--- src/rtl/fetch_unit.sv ---
// Instruction fetch front end: owns the PC, reads a zero-latency instruction memory
// and queues {pc, instr} pairs for decode behind a valid/ready handshake.
module fetch_unit #(
  parameter int                   WORD_SIZE    = 32,
  parameter logic [WORD_SIZE-1:0] BOOT_PC      = '0,
  parameter int                   DEPTH        = 2,
  parameter bit                   HALT_ON_ZERO = 1'b1
) (
  input  logic                 clk,
  input  logic                 rst,
  output logic [WORD_SIZE-1:0] imem_pc,
  input  logic [WORD_SIZE-1:0] imem_instr,
  output logic                 dec_valid,
  input  logic                 dec_ready,
  output logic [WORD_SIZE-1:0] dec_pc,
  output logic [WORD_SIZE-1:0] dec_instr,
  input  logic                 redirect_valid,
  input  logic [WORD_SIZE-1:0] redirect_pc,
  output logic                 halted
);

  localparam int PW = $clog2(DEPTH);
  localparam int CW = PW + 1;
  localparam logic [CW-1:0] DEPTH_C = CW'(DEPTH);

  logic [WORD_SIZE-1:0] pc_q, pc_d;
  logic [PW-1:0]        head_q, head_d;
  logic [PW-1:0]        tail_q, tail_d;
  logic [CW-1:0]        count_q, count_d;
  logic                 halted_q, halted_d;
  logic [WORD_SIZE-1:0] pc_mem_q    [DEPTH];
  logic [WORD_SIZE-1:0] instr_mem_q [DEPTH];

  logic fire;
  logic push;
  logic pop;
  logic zero_hit;

  assign imem_pc   = pc_q;
  assign halted    = halted_q;
  assign dec_valid = (count_q != '0);
  assign dec_pc    = dec_valid ? pc_mem_q[head_q]    : '0;
  assign dec_instr = dec_valid ? instr_mem_q[head_q] : '0;

  // Redirect wins over everything: it flushes the queue, so any pop in that cycle is moot.
  always_comb begin
    fire     = !rst && !redirect_valid && !halted_q && (count_q < DEPTH_C);
    push     = fire;
    pop      = dec_valid && dec_ready;
    zero_hit = HALT_ON_ZERO && (imem_instr == '0);

    pc_d     = pc_q;
    head_d   = head_q;
    tail_d   = tail_q;
    count_d  = count_q;
    halted_d = halted_q;

    if (redirect_valid) begin
      pc_d     = redirect_pc;
      head_d   = '0;
      tail_d   = '0;
      count_d  = '0;
      halted_d = 1'b0;
    end else begin
      if (push) begin
        tail_d = tail_q + PW'(1);
        if (zero_hit) begin
          halted_d = 1'b1;
        end else begin
          pc_d = pc_q + WORD_SIZE'(1);
        end
      end
      if (pop) begin
        head_d = head_q + PW'(1);
      end
      case ({push, pop})
        2'b10:   count_d = count_q + CW'(1);
        2'b01:   count_d = count_q - CW'(1);
        default: count_d = count_q;
      endcase
    end
  end

  always_ff @(posedge clk or posedge rst) begin
    if (rst) begin
      pc_q     <= BOOT_PC;
      head_q   <= '0;
      tail_q   <= '0;
      count_q  <= '0;
      halted_q <= 1'b0;
    end else begin
      pc_q     <= pc_d;
      head_q   <= head_d;
      tail_q   <= tail_d;
      count_q  <= count_d;
      halted_q <= halted_d;
    end
  end

  always_ff @(posedge clk or posedge rst) begin
    if (rst) begin
      for (int i = 0; i < DEPTH; i++) begin
        pc_mem_q[i]    <= '0;
        instr_mem_q[i] <= '0;
      end
    end else if (push) begin
      pc_mem_q[tail_q]    <= pc_q;
      instr_mem_q[tail_q] <= imem_instr;
    end
  end

endmodule
--- config.mk ---
export PLATFORM = sky130hd
export DESIGN_NAME = fetch_unit
export DESIGN_NICKNAME = d
export VERILOG_FILES = /design/src/rtl/fetch_unit.sv
export SDC_FILE = /design/constraint.sdc
export NUM_CORES = 1
export LEC_CHECK = 0
export CAP_MARGIN = 20
export CORE_UTILIZATION = 45
export CTS_CLUSTER_DIAMETER = 150
export CTS_CLUSTER_SIZE = 30
export DETAILED_ROUTE_END_ITERATION = 6
export GPL_TIMING_DRIVEN = 1
export HOLD_SLACK_MARGIN = 0.03
export PLACE_DENSITY = 0.77
export SYNTH_ARGS = -nofsm -noshare
export SYNTH_HDL_FRONTEND = slang
export SYNTH_SLANG_ARGS = --single-unit
--- constraint.sdc ---
create_clock -name clk -period 5.5 [get_ports clk]
set_input_delay 0.825 -clock clk [delete_from_list [all_inputs] [get_ports clk]]
set_output_delay 0.825 -clock clk [all_outputs]
set_load 0.02 [all_outputs]
==> results of run 1 <==
==> where the power goes <==
group	total (uW)	internal, uW	switching [uW]	leakage (uW)
logic	975	550	425	0.00191
registers	1760	1540	216	0.00196
clock network	1150	682	468	0.000273
==> metrics by stage <==
step | hold slack (ns) | setup WS [ns] | utilization (%) | cells | total power (uW)
2_1_floorplan | 0.450 | 0.213 | - | 664 | 2360
4_1_cts | 0.489 | 1.80 | 60.1 | 1053 | 3910
3_5_place_dp | 0.475 | 1.76 | 56.8 | 1023 | 2760
3_3_place_gp | 0.462 | 1.81 | 56.8 | 1023 | 2730
6_report | 0.484 | 1.84 | 60.2 | 1054 | 3880
5_1_grt | 0.505 | 1.71 | 60.2 | 1054 | 4080
==> worst min path at each step <==
stage,startpoint,end,slack [ns]
2_1_floorplan,pc_mem_q[11]$_DFFE_PP0P_,pc_mem_q[11]$_DFFE_PP0P_,0.45
3_3_place_gp,pc_mem_q[16]$_DFFE_PP0P_,pc_mem_q[16]$_DFFE_PP0P_,0.46
3_5_place_dp,instr_mem_q[54]$_DFFE_PP0P_,instr_mem_q[54]$_DFFE_PP0P_,0.48
4_1_cts,instr_mem_q[54]$_DFFE_PP0P_,instr_mem_q[54]$_DFFE_PP0P_,0.49
5_1_grt,pc_mem_q[50]$_DFFE_PP0P_,pc_mem_q[50]$_DFFE_PP0P_,0.50
6_report,instr_mem_q[54]$_DFFE_PP0P_,instr_mem_q[54]$_DFFE_PP0P_,0.48
==> sequential cells by signal (all words and copies together), names as in the netlist <==
name	cells
count_q	2
pc_mem_q	64
instr_mem_q	64
tail_q	1
imem_pc	32
head_q	1
halted	1
==> cell families (layout without fill, tap and decap cells) <==
logic type               count (synthesis)  in the layout
XOR/XNOR                                22             22
buffers and inverters                   48            213
AND/OR/NAND/NOR                        188            188
AO/OA/AOI/OAI                           43             43
flip-flops                             165            165
adder cells (fa/ha/maj)                  1              1
multiplexers                           197            197
==> metal layers <==
| layer | vias to the layer above | share of wire [%] |
|---|---|---|
| met5 | - | 0 |
| met4 | 0 | 1.8 |
| met3 | 23 | 4.1 |
| met2 | 142 | 49 |
| met1 | 2950 | 46 |
| li1 | 2692 | - |
==> worst reg2reg max path, delay by kind of cell (launching register included) <==
kind	cells	cell delay, ns
simple gates	2	1.59
mux	1	0.40
flops	1	0.48
buf+inv	1	0.35
==> cell type report <==
| cell class | count | area, um^2 |
|---|---|---|
| sequential | 165 | 4130 |
| tap | 225 | 282 |
| inverter | 8 | 35.0 |
| multi-input combinational | 451 | 3620 |
| clock buffer | 20 | 457 |
| timing repair buffer | 175 | 1740 |
| clock inverter | 10 | 108 |
| fill | 1396 | 6870 |
==> placed cells by master, fill, tap and decap left out, types with 10 or more instances in the layout <==
cell               n
dfrtp_1          164
clkdlybuf4s50_1  164
mux2_2           127
nor2_1            75
mux2i_1           65
nand2_1           32
clkbuf_16         17
nor4_1            16
o21ai_0           16
a311oi_1          14
xnor2_1           12
nand4_1           12
xor2_1            10
==> metrics.md, run 1 <==
| Metric | Value |
|---|---|
| Synth cell count leaders | `dfrtp_1, mux2_2, nor2_1, mux2i_1, nand2_1` |
| Final GP Congestion | `~0.79` |
| Slowest stage cell, crit path | `dfrtp_4` |
| Synth warnings | `0` |
| Cell Chain, Critical Path | `buf_4 -> mux2i_1 -> nor2_1 -> clkdlybuf4s50_1` |
| Sequential-to-total area share from yosys stat | `between 50% and 60%` |
| Placed instance area | `between 9000 and 10000 um^2` |
| Mux cell area share after synthesis | `between 20% and 30%` |
| Antenna diodes | `0` |
| Largest net degree at the start of global routing | `86` |
| Routed vias | `5807` |
| WP data required | `about 4.7 ns` |
| Number of flops mapped to enable cells by yosys | `0` |
| Max-cap violations | `0` |
| Compound-Gate Fraction of Synth Area | `under 10%` |
| Peak Freq | `273 MHz` |
| Initial antenna violation count | `0` |
| Worst Path Buf+Inv | `2` |
| Hold Crit Class | `register to register` |
| CP Capture Type | `primary output` |
| WP data arrival | `2.84 ns` |
| Syn_nets | `733` |
| Setup TNS Final | `0 ns` |
| Reg-to-reg startpoint | `count_q[1]$_DFFE_PP0P_` |
| Die width | `135 um` |
| Via density per instance | `5.51` |
| Critical path peak fanout | `48` |
| Starting density of the core | `about 46%` |
| GR met2 Demand/Resource | `between 30% and 40%` |
| Clock Path Buffers | `2` |
| Final Hold Viols | `0` |
| Cts hold-fix bufs | `0` |
| Status | `finished, final reports clean` |
| First-pass GRT wire length | `between 30 and 40 mm` |
| Max VDD drop | `0.235 mV` |
| Met1 Resource Use GR | `29.9%` |
| GRT Total Usage | `between 20% and 30%` |
| Row cnt | `48` |
| GR Overflow Total | `0` |
| Yosys top cell by area | `dfrtp_1` |
| Reg2Reg Depth | `4` |
| Drt initial violations | `about 350` |
| Synth Area in Simple Gates | `12.1%` |
| Ys flop type | `dfrtp_1` |
| # clock sinks | `around 170` |
| Core area | `around 17000 um^2` |
| Pins Over Slew Limit | `0` |
| Worst path max stage delay | `approximately 1.0 ns` |
| WP depth | `4` |
| Netlist Area Pre-Place | `~7900 um^2` |
| Final worst path period need | `roughly 3.7 ns` |
| Flop and latch count out of synthesis | `between 150 and 200` |
| TritonCTS clock tree | `yes` |
| Die footprint | `between 15000 and 20000 um^2` |
| Drt wl/cell | `between 15 and 20 um` |
| CTS buffer count | `17` |
| Global route hottest layer | `met2` |
| H-Tree Depth | `4` |
| Vias in the first global route | `~5800` |
| Reg-to-reg endpoint | `instr_mem_q[46]$_DFFE_PP0P_` |
| DP Wirelength | `12.9 mm` |
| DRT Pass-1 Iters | `4` |
| Final period util | `approximately two thirds` |
| Syn Inst Count | `664` |
| Non-Filler Cell Area, Final | `~10000 um^2` |
| Die height | `135 um` |
| Post-synthesis xor/xnor area fraction | `about 2.4%` |
| Area grow syn2layout | `30.7%` |
| Setup CP Type | `register to primary output` |
| GR Util met3 | `4.17%` |
| Leakage | `0.00415 uW` |
| RSZ-0062 raised after global routing | `no` |
| # Post-CTS Setup Buffers | `0` |
| Worst setup path start | `head_q$_DFFE_PP0P_` |
| Async set or reset register ratio after synthesis | `100%` |
| Final Skew | `0.00872 ns` |
| Main combinational cell family by area after synthesis | `multiplexers` |
| PostCTS Resize Cnt | `0` |
| Slew @ Worst Pin | `between 1 and 1.5 ns` |
| Nets@finish | `887` |
| Antenna-violating nets left | `0` |
| Clk_lat worst skew | `approximately 0.43 ns` |
| Top cells by area, synth | `dfrtp_1, mux2_2, mux2i_1` |
| Pwr dens | `between 300 and 400 nW/um^2` |
| Worst setup path end | `dec_instr[12]` |
| Post-synth top area share | `a little over half` |
| Layout cells sized above 1 | `a little over a fifth` |
| I/O Buffers | `around 170` |
| DRC violations left | `0` |
| CTS clk-pin slew, worst paths | `about 0.060 ns` |
| Delay-heaviest family, CP | `buffers and inverters` |
| Post-Route WL | `approximately 19 mm` |
| Post-Synth Adder-Cell Area | `0.158%` |
| Synth cell types | `40` |
| Critical Path Start Type | `register` |
| CTS root buf | `clkbuf_16` |
| Count leader, synth | `dfrtp_1` |
| Worst R2R Setup Slack | `about 2.6 ns` |
| Hold Crit Depth | `1` |
| Top-level I/O count | `between 150 and 200` |
| Worst slew margin | `30.9%` |
| Mean Syn Cell Area | `roughly 12 um^2` |
| Finish-stage setup viols | `0` |
No activity file was read; power rests on OpenSTA's default activity.
==> inputs of run 2 (changes only) <==
Settings changed: PLACE_DENSITY 0.77 to 0.74.
Clock period 5.5 ns to 3.7 ns, I/O delays scaled along.
==> run 2 against run 1 <==
Net effect:
- global-route usage grew 1.4 points
- flip-flop and latch count stayed put
- die area did not move
- highest routed layer unchanged
- via count rose by 2.4%
- wire length increased by 6.1%
- power rose by 58%
- clock-buffer cell count fell by 1
- critical endpoint is now dec_instr[13]
- design area grew 2.2%
- utilization up 1.3 points
- register-to-register slack got worse by 1.3 ns
- non-clock buffer count up 9
==> metrics.md, run 2 (same netlist as run 1, synthesis figures left out) <==
| Metric | Value |
|---|---|
| GRT Total Usage | `23.6% (+1.4 points)` |
| Antenna-violating nets left | `0 (unchanged)` |
| Die footprint | `18200 um^2 (unchanged)` |
| Reg-to-reg startpoint | `imem_pc[8]$_DFFE_PP0P_` |
| RSZ-0062 raised after global routing | `no` |
| Worst Hold Launch | `pc_mem_q[63]$_DFFE_PP0P_` |
| Via density per instance | `5.58 (+1.4%)` |
| Drt initial violations | `408 (+17%)` |
| Slew @ Worst Pin | `0.717 ns (-0.317 ns)` |
| Clk_lat worst skew | `0.43 ns (about the same)` |
| Sw frac | `28.1% (-0.49 points)` |
| Pint | `4400 uW (+59%)` |
| # Post-CTS Setup Buffers | `0 (unchanged)` |
| DRT Pass-1 Iters | `5 (+1)` |
| Cts hold-fix bufs | `0 (unchanged)` |
| Critical Path Start Type | `register` |
| Fill count | `1315 (-5.8%)` |
| Starting density of the core | `46.0% (unchanged)` |
| Routed vias | `5948 (+2.4%)` |
| WP data required | `3.14 ns (-1.54 ns)` |
| Drt wl/cell | `19.1 um (+5.0%)` |
| Reg2Reg Depth | `6 (+2)` |
| Non-Filler Cell Area, Final | `10600 um^2 (+2.2%)` |
| CTS buffer count | `17 (unchanged)` |
| Clock power share | `32.8% (+3.2 points)` |
| NetSw | `1720 uW (+55%)` |
| DRC violations left | `0 (unchanged)` |
| Hold Crit Depth | `1 (unchanged)` |
| Initial antenna violation count | `0 (unchanged)` |
| Max-cap violations | `0 (unchanged)` |
| Finish-stage setup viols | `0 (unchanged)` |
| Antenna diodes | `0 (unchanged)` |
| Pwr dens | `578 nW/um^2 (+54%)` |
| Setup CP Type | `register to primary output` |
| Die height | `135 um (unchanged)` |
| Layout cells sized above 1 | `22.9% (+1.0 points)` |
| GR Overflow Total | `0 (unchanged)` |
| Peak Freq | `~320 MHz` |
| Max VDD drop | `0.345 mV (+47%)` |
| Commonest cells after routing, fill and taps aside | `dfrtp_1, clkdlybuf4s50_1, mux2_2, nor2_1, mux2i_1` |
| Core area | `17200 um^2 (unchanged)` |
| Nets@finish | `896 (+1.0%)` |
| PostCTS Resize Cnt | `0 (unchanged)` |
| WP data arrival | `2.55 ns (-0.29 ns)` |
| First-pass GRT wire length | `32.9 mm (+6.3%)` |
| Row cnt | `48 (unchanged)` |
| Top-level I/O count | `166 (unchanged)` |
| Vias in the first global route | `6297 (+9.5%)` |
| Clock Path Buffers | `2 (unchanged)` |
| Leakage | `0.00427 uW (+2.8%)` |
| Worst R2R Setup Slack | `1.24 ns (-1.33 ns)` |
| Final GP Congestion | `0.831 (+5.6%)` |
| I/O Buffers | `165 (unchanged)` |
| Area of the multi-input gates | `3620 um^2 (unchanged)` |
| Die width | `135 um (unchanged)` |
| CTS root buf | `clkbuf_16` |
| Register area | `4130 um^2 (unchanged)` |
| Power share of the sequential group | `42.8% (-2.4 points)` |
| Pins Over Slew Limit | `0 (unchanged)` |
| Reg-to-reg endpoint | `imem_pc[22]$_DFFE_PP0P_` |
| Status | `finished, final reports clean` |
| Largest net degree at the start of global routing | `64 (-26%)` |
| Final worst path period need | `3.10 ns` |
| # clock sinks | `165 (unchanged)` |
| DP Wirelength | `14.0 mm (+8.9%)` |
| Final Hold Viols | `0 (unchanged)` |
| Post-Route WL | `20.3 mm (+6.1%)` |
| CTS clk-pin slew, worst paths | `0.06 ns (about the same)` |
| Final Skew | `0.00838 ns (-0.000345 ns)` |
| Comb pwr share | `24.4% (-0.7 points)` |
| H-Tree Depth | `4 (unchanged)` |
| CP Capture Type | `primary output` |
| Worst slew margin | `51.8% (+21 points)` |
| Area grow syn2layout | `33.5%` |
| WHS Endpoint | `pc_mem_q[63]$_DFFE_PP0P_` |
| Placed instance area | `9900 um^2 (+1.1%)` |
| Setup TNS Final | `0 ns (unchanged)` |
| Hold Crit Class | `register to register` |
| Final period util | `83.9%` |
| TritonCTS clock tree | `yes` |
| Critical path peak fanout | `30 (-38%)` |
-- run 2: changes by cell type in the layout (fill, tap and decap cells not counted), sizes merged --
cell	delta
buf	+9
bufinv	+4
clkbuf	-1
clkinv	+1
clkinvlp	-1
inv	-1
-- run 2: how the worst max path moves through the flow --
stage / start / end / slack [ns] / cells past startpoint
4_1_cts: head_q$_DFFE_PP0P_ / dec_instr[13] / 0.56 / 4
2_1_floorplan: rst / count_q[0]$_DFFE_PP0P_ / 1.05 / 1
6_report: head_q$_DFFE_PP0P_ / dec_instr[13] / 0.60 / 4
3_3_place_gp: imem_instr[23] / imem_pc[15]$_DFFE_PP0P_ / 0.71 / 7
3_5_place_dp: imem_instr[22] / imem_pc[23]$_DFFE_PP0P_ / 0.65 / 6
5_1_grt: head_q$_DFFE_PP0P_ / dec_instr[5] / 0.49 / 4
-- run 2: cell type report --
class | count | share of cell area [%]
clock buffer | 19 | 4.18
clock inverter | 13 | 2.16
inverter | 8 | 0.319
multi-input combinational | 451 | 34.1
sequential | 165 | 39.0
tap | 225 | 2.66
timing repair buffer | 184 | 17.5
-- run 2: routing by layer --
layer | wire length, um | GRT usage [%]
met3 | 1270 | 5.37
met4 | 415 | 8.61
met2 | 10000 | 39.5
met1 | 8610 | 29.8
met5 | 0 | 0
-- run 2: power by group through the flow --
stage	Clock, uW	Combinational, uW	Sequential, uW
2_1_floorplan	0	946	2560
3_3_place_gp	0	1450	2600
3_5_place_dp	0	1500	2650
4_1_cts	2030	1510	2620
5_1_grt	2120	1620	2690
6_report	2010	1490	2620
-- run 2: stage by stage --
step / worst slack, ns / hold slack, ns / util [%] / total power [uW] / std cells
after floorplan: 1.05 / 0.450 / - / 3510 / 664
after global placement: 0.713 / 0.465 / 57.4 / 4050 / 1032
after detailed placement: 0.655 / 0.475 / 57.4 / 4150 / 1032
after CTS: 0.563 / 0.489 / 61.3 / 6160 / 1064
after global routing: 0.493 / 0.504 / 61.5 / 6430 / 1065
final: 0.596 / 0.486 / 61.5 / 6120 / 1065
-- run 2: critical path, stage by stage, from the launching register on --
cell,delay (ns)
dfrtp_4,0.79
buf_4,0.42
mux2i_1,0.13
nor2_1,0.15
clkdlybuf4s50_1,0.62
==> inputs of run 3 (changes only) <==
Clock period 3.7 ns to 3 ns, I/O delays scaled along.
==> run 3 against run 2 <==
Net effect:
- largest power group unchanged
- sequential power rose by 23%
- critical path depth unchanged
- combinational power up 24%
- largest cell class unchanged
- worst hold slack worse by 0.0044 ns
- utilization decreased by 0.65 points
- non-clock buffer count did not move
==> metrics.md, run 3 (same netlist as run 1, synthesis figures left out) <==
| Metric | Value |
|---|---|
| DRC violations left | `0 (unchanged)` |
| Worst Setup Slack, final | `0.278 ns (-0.319 ns)` |
| Clock Path Buffers | `2 (unchanged)` |
| RSZ-0062 raised after global routing | `no` |
| Worst slew margin | `49.1% (-2.7 points)` |
| Pins Over Slew Limit | `0 (unchanged)` |
| Top-level I/O count | `166 (unchanged)` |
| Die height | `135 um (unchanged)` |
| Initial antenna violation count | `0 (unchanged)` |
| Post-Place Worst Slack | `0.0276 ns (-0.627 ns)` |
| Drt wl/cell | `18.7 um (-2.0%)` |
| DRT Pass-1 Iters | `6 (+1)` |
| CTS clk-pin slew, worst paths | `0.06 ns (about the same)` |
| Via density per instance | `5.52 (-1.2%)` |
| Antenna diodes | `0 (unchanged)` |
| H-Tree Depth | `4 (unchanged)` |
| Nets@finish | `896 (unchanged)` |
| Slew @ Worst Pin | `0.764 ns (+0.0464 ns)` |
| Leakage | `0.00421 uW (-1.3%)` |
| # Post-CTS Setup Buffers | `0 (unchanged)` |
| Core area | `17200 um^2 (unchanged)` |
| Antenna-violating nets left | `0 (unchanged)` |
| Fill count | `1363 (+3.7%)` |
| CTS buffer count | `17 (unchanged)` |
| Status | `finished, final reports clean` |
| WP data arrival | `2.27 ns (-0.28 ns)` |
| GR Overflow Total | `0 (unchanged)` |
| Max VDD drop | `0.358 mV (+3.6%)` |
| Vias in the first global route | `6162 (-2.1%)` |
| Post-Route WL | `19.9 mm (-2.0%)` |
| Area grow syn2layout | `32.1%` |
| Die footprint | `18200 um^2 (unchanged)` |
| Setup CP Type | `register to primary output` |
| Row cnt | `48 (unchanged)` |
| TritonCTS clock tree | `yes` |
| Final period util | `90.7%` |
| Max-cap violations | `0 (unchanged)` |
| Finish-stage setup viols | `0 (unchanged)` |
| Hold Crit Class | `register to register` |
| Worst path max stage delay | `0.69 ns (-0.10 ns)` |
| Commonest cells after routing, fill and taps aside | `dfrtp_1, clkdlybuf4s50_1, mux2_2, nor2_1, mux2i_1` |
| Die width | `135 um (unchanged)` |
| Slowest stage cell, crit path | `dfrtp_4` |
| Setup TNS Final | `0 ns (unchanged)` |
| WP data required | `2.55 ns (-0.59 ns)` |
| Final Hold Viols | `0 (unchanged)` |
| Final GP Congestion | `0.834 (+0.32%)` |
| Pwr dens | `681 nW/um^2 (+18%)` |
| I/O Buffers | `165 (unchanged)` |
| # clock sinks | `165 (unchanged)` |
| Routed vias | `5875 (-1.2%)` |
| DP Wirelength | `13.7 mm (-2.0%)` |
| GRT Total Usage | `23.0% (-0.52 points)` |
| Final worst path period need | `~2.7 ns` |
| First-pass GRT wire length | `32.1 mm (-2.5%)` |
| PostCTS Resize Cnt | `0 (unchanged)` |
| Clk_lat worst skew | `0.43 ns (about the same)` |
| Drt initial violations | `378 (-7.4%)` |
| Peak Freq | `~370 MHz` |
| Cell Chain, Critical Path | `buf_4 -> mux2i_1 -> nor2_1 -> clkdlybuf4s50_1` |
| Largest net degree at the start of global routing | `135 (+110%)` |
| Cts hold-fix bufs | `0 (unchanged)` |
| Critical path peak fanout | `23 (-23%)` |
| Starting density of the core | `46.0% (unchanged)` |
| Final Skew | `0.0108 ns (+0.00240 ns)` |
| CP Capture Type | `primary output` |
| Critical Path Start Type | `register` |
| Layout cells sized above 1 | `22.9% (unchanged)` |
| CTS root buf | `clkbuf_16` |
run 3: cell types whose count changed in the layout (fill, tap and decap cells not counted), sizes merged:
cell	change
bufinv	-5
clkinvlp	+1
inv	+4
run 3: through the flow:
step                cells  hold WS (ns)  util (%)  total power (uW)  instance area, um^2
global placement     1033         0.466      57.5              5000                 9920
floorplan             664         0.450         -              4330                 7940
global route         1065         0.494      60.8              7500                10500
detailed placement   1033         0.474      57.5              5110                 9920
finish               1065         0.482      60.8              7150                10500
CTS                  1065         0.488      60.8              7220                10500
run 3: cell type report:
cell class / count / area, um^2 / share of cell area (%)
Clock buffer: 19 / 443 / 4.22
Multi-Input combinational cell: 451 / 3620 / 34.5
Sequential cell: 165 / 4130 / 39.4
Clock inverter: 13 / 125 / 1.19
Inverter: 8 / 33.8 / 0.322
Tap cell: 225 / 282 / 2.68
Timing Repair Buffer: 184 / 1850 / 17.7
run 3: routing by layer:
layer  vias up  global-route usage, %  wire (um)
met2       178                   38.2       9740
met1      2948                   29.0       8560
met4         0                   8.30        416
met3        35                   6.04       1170
met5         -                      0          0
li1       2714                      -          -
run 3: path summary, 6_finish.rpt:
check	startpoint	to	slack, ns	depth (start not counted)
hold / removal	pc_mem_q[50]$_DFFE_PP0P_	pc_mem_q[50]$_DFFE_PP0P_	0.48	1
setup / recovery	head_q$_DFFE_PP0P_	dec_pc[29]	0.28	4
min in group asynchronous	rst	imem_pc[24]$_DFFE_PP0P_	0.64	3
hold reg to reg	pc_mem_q[50]$_DFFE_PP0P_	pc_mem_q[50]$_DFFE_PP0P_	0.48	1
setup reg to reg	imem_pc[8]$_DFFE_PP0P_	imem_pc[22]$_DFFE_PP0P_	0.42	6
max in group asynchronous	rst	head_q$_DFFE_PP0P_	1.68	3
run 3: worst max-delay path, delay by kind of cell, from the launching register on:
family / cells / cell delay, ns
AND/OR/NAND/NOR: 1 / 0.12
multiplexers: 1 / 0.10
flip-flops: 1 / 0.69
buffers and inverters: 2 / 0.93
run 3: report_power, final:
| group | switching, uW | leakage, uW | internal, uW |
|---|---|---|---|
| Sequential | 394 | 0.00196 | 2820 |
| Clock | 906 | 0.000275 | 1180 |
| Combinational | 821 | 0.00197 | 1020 |
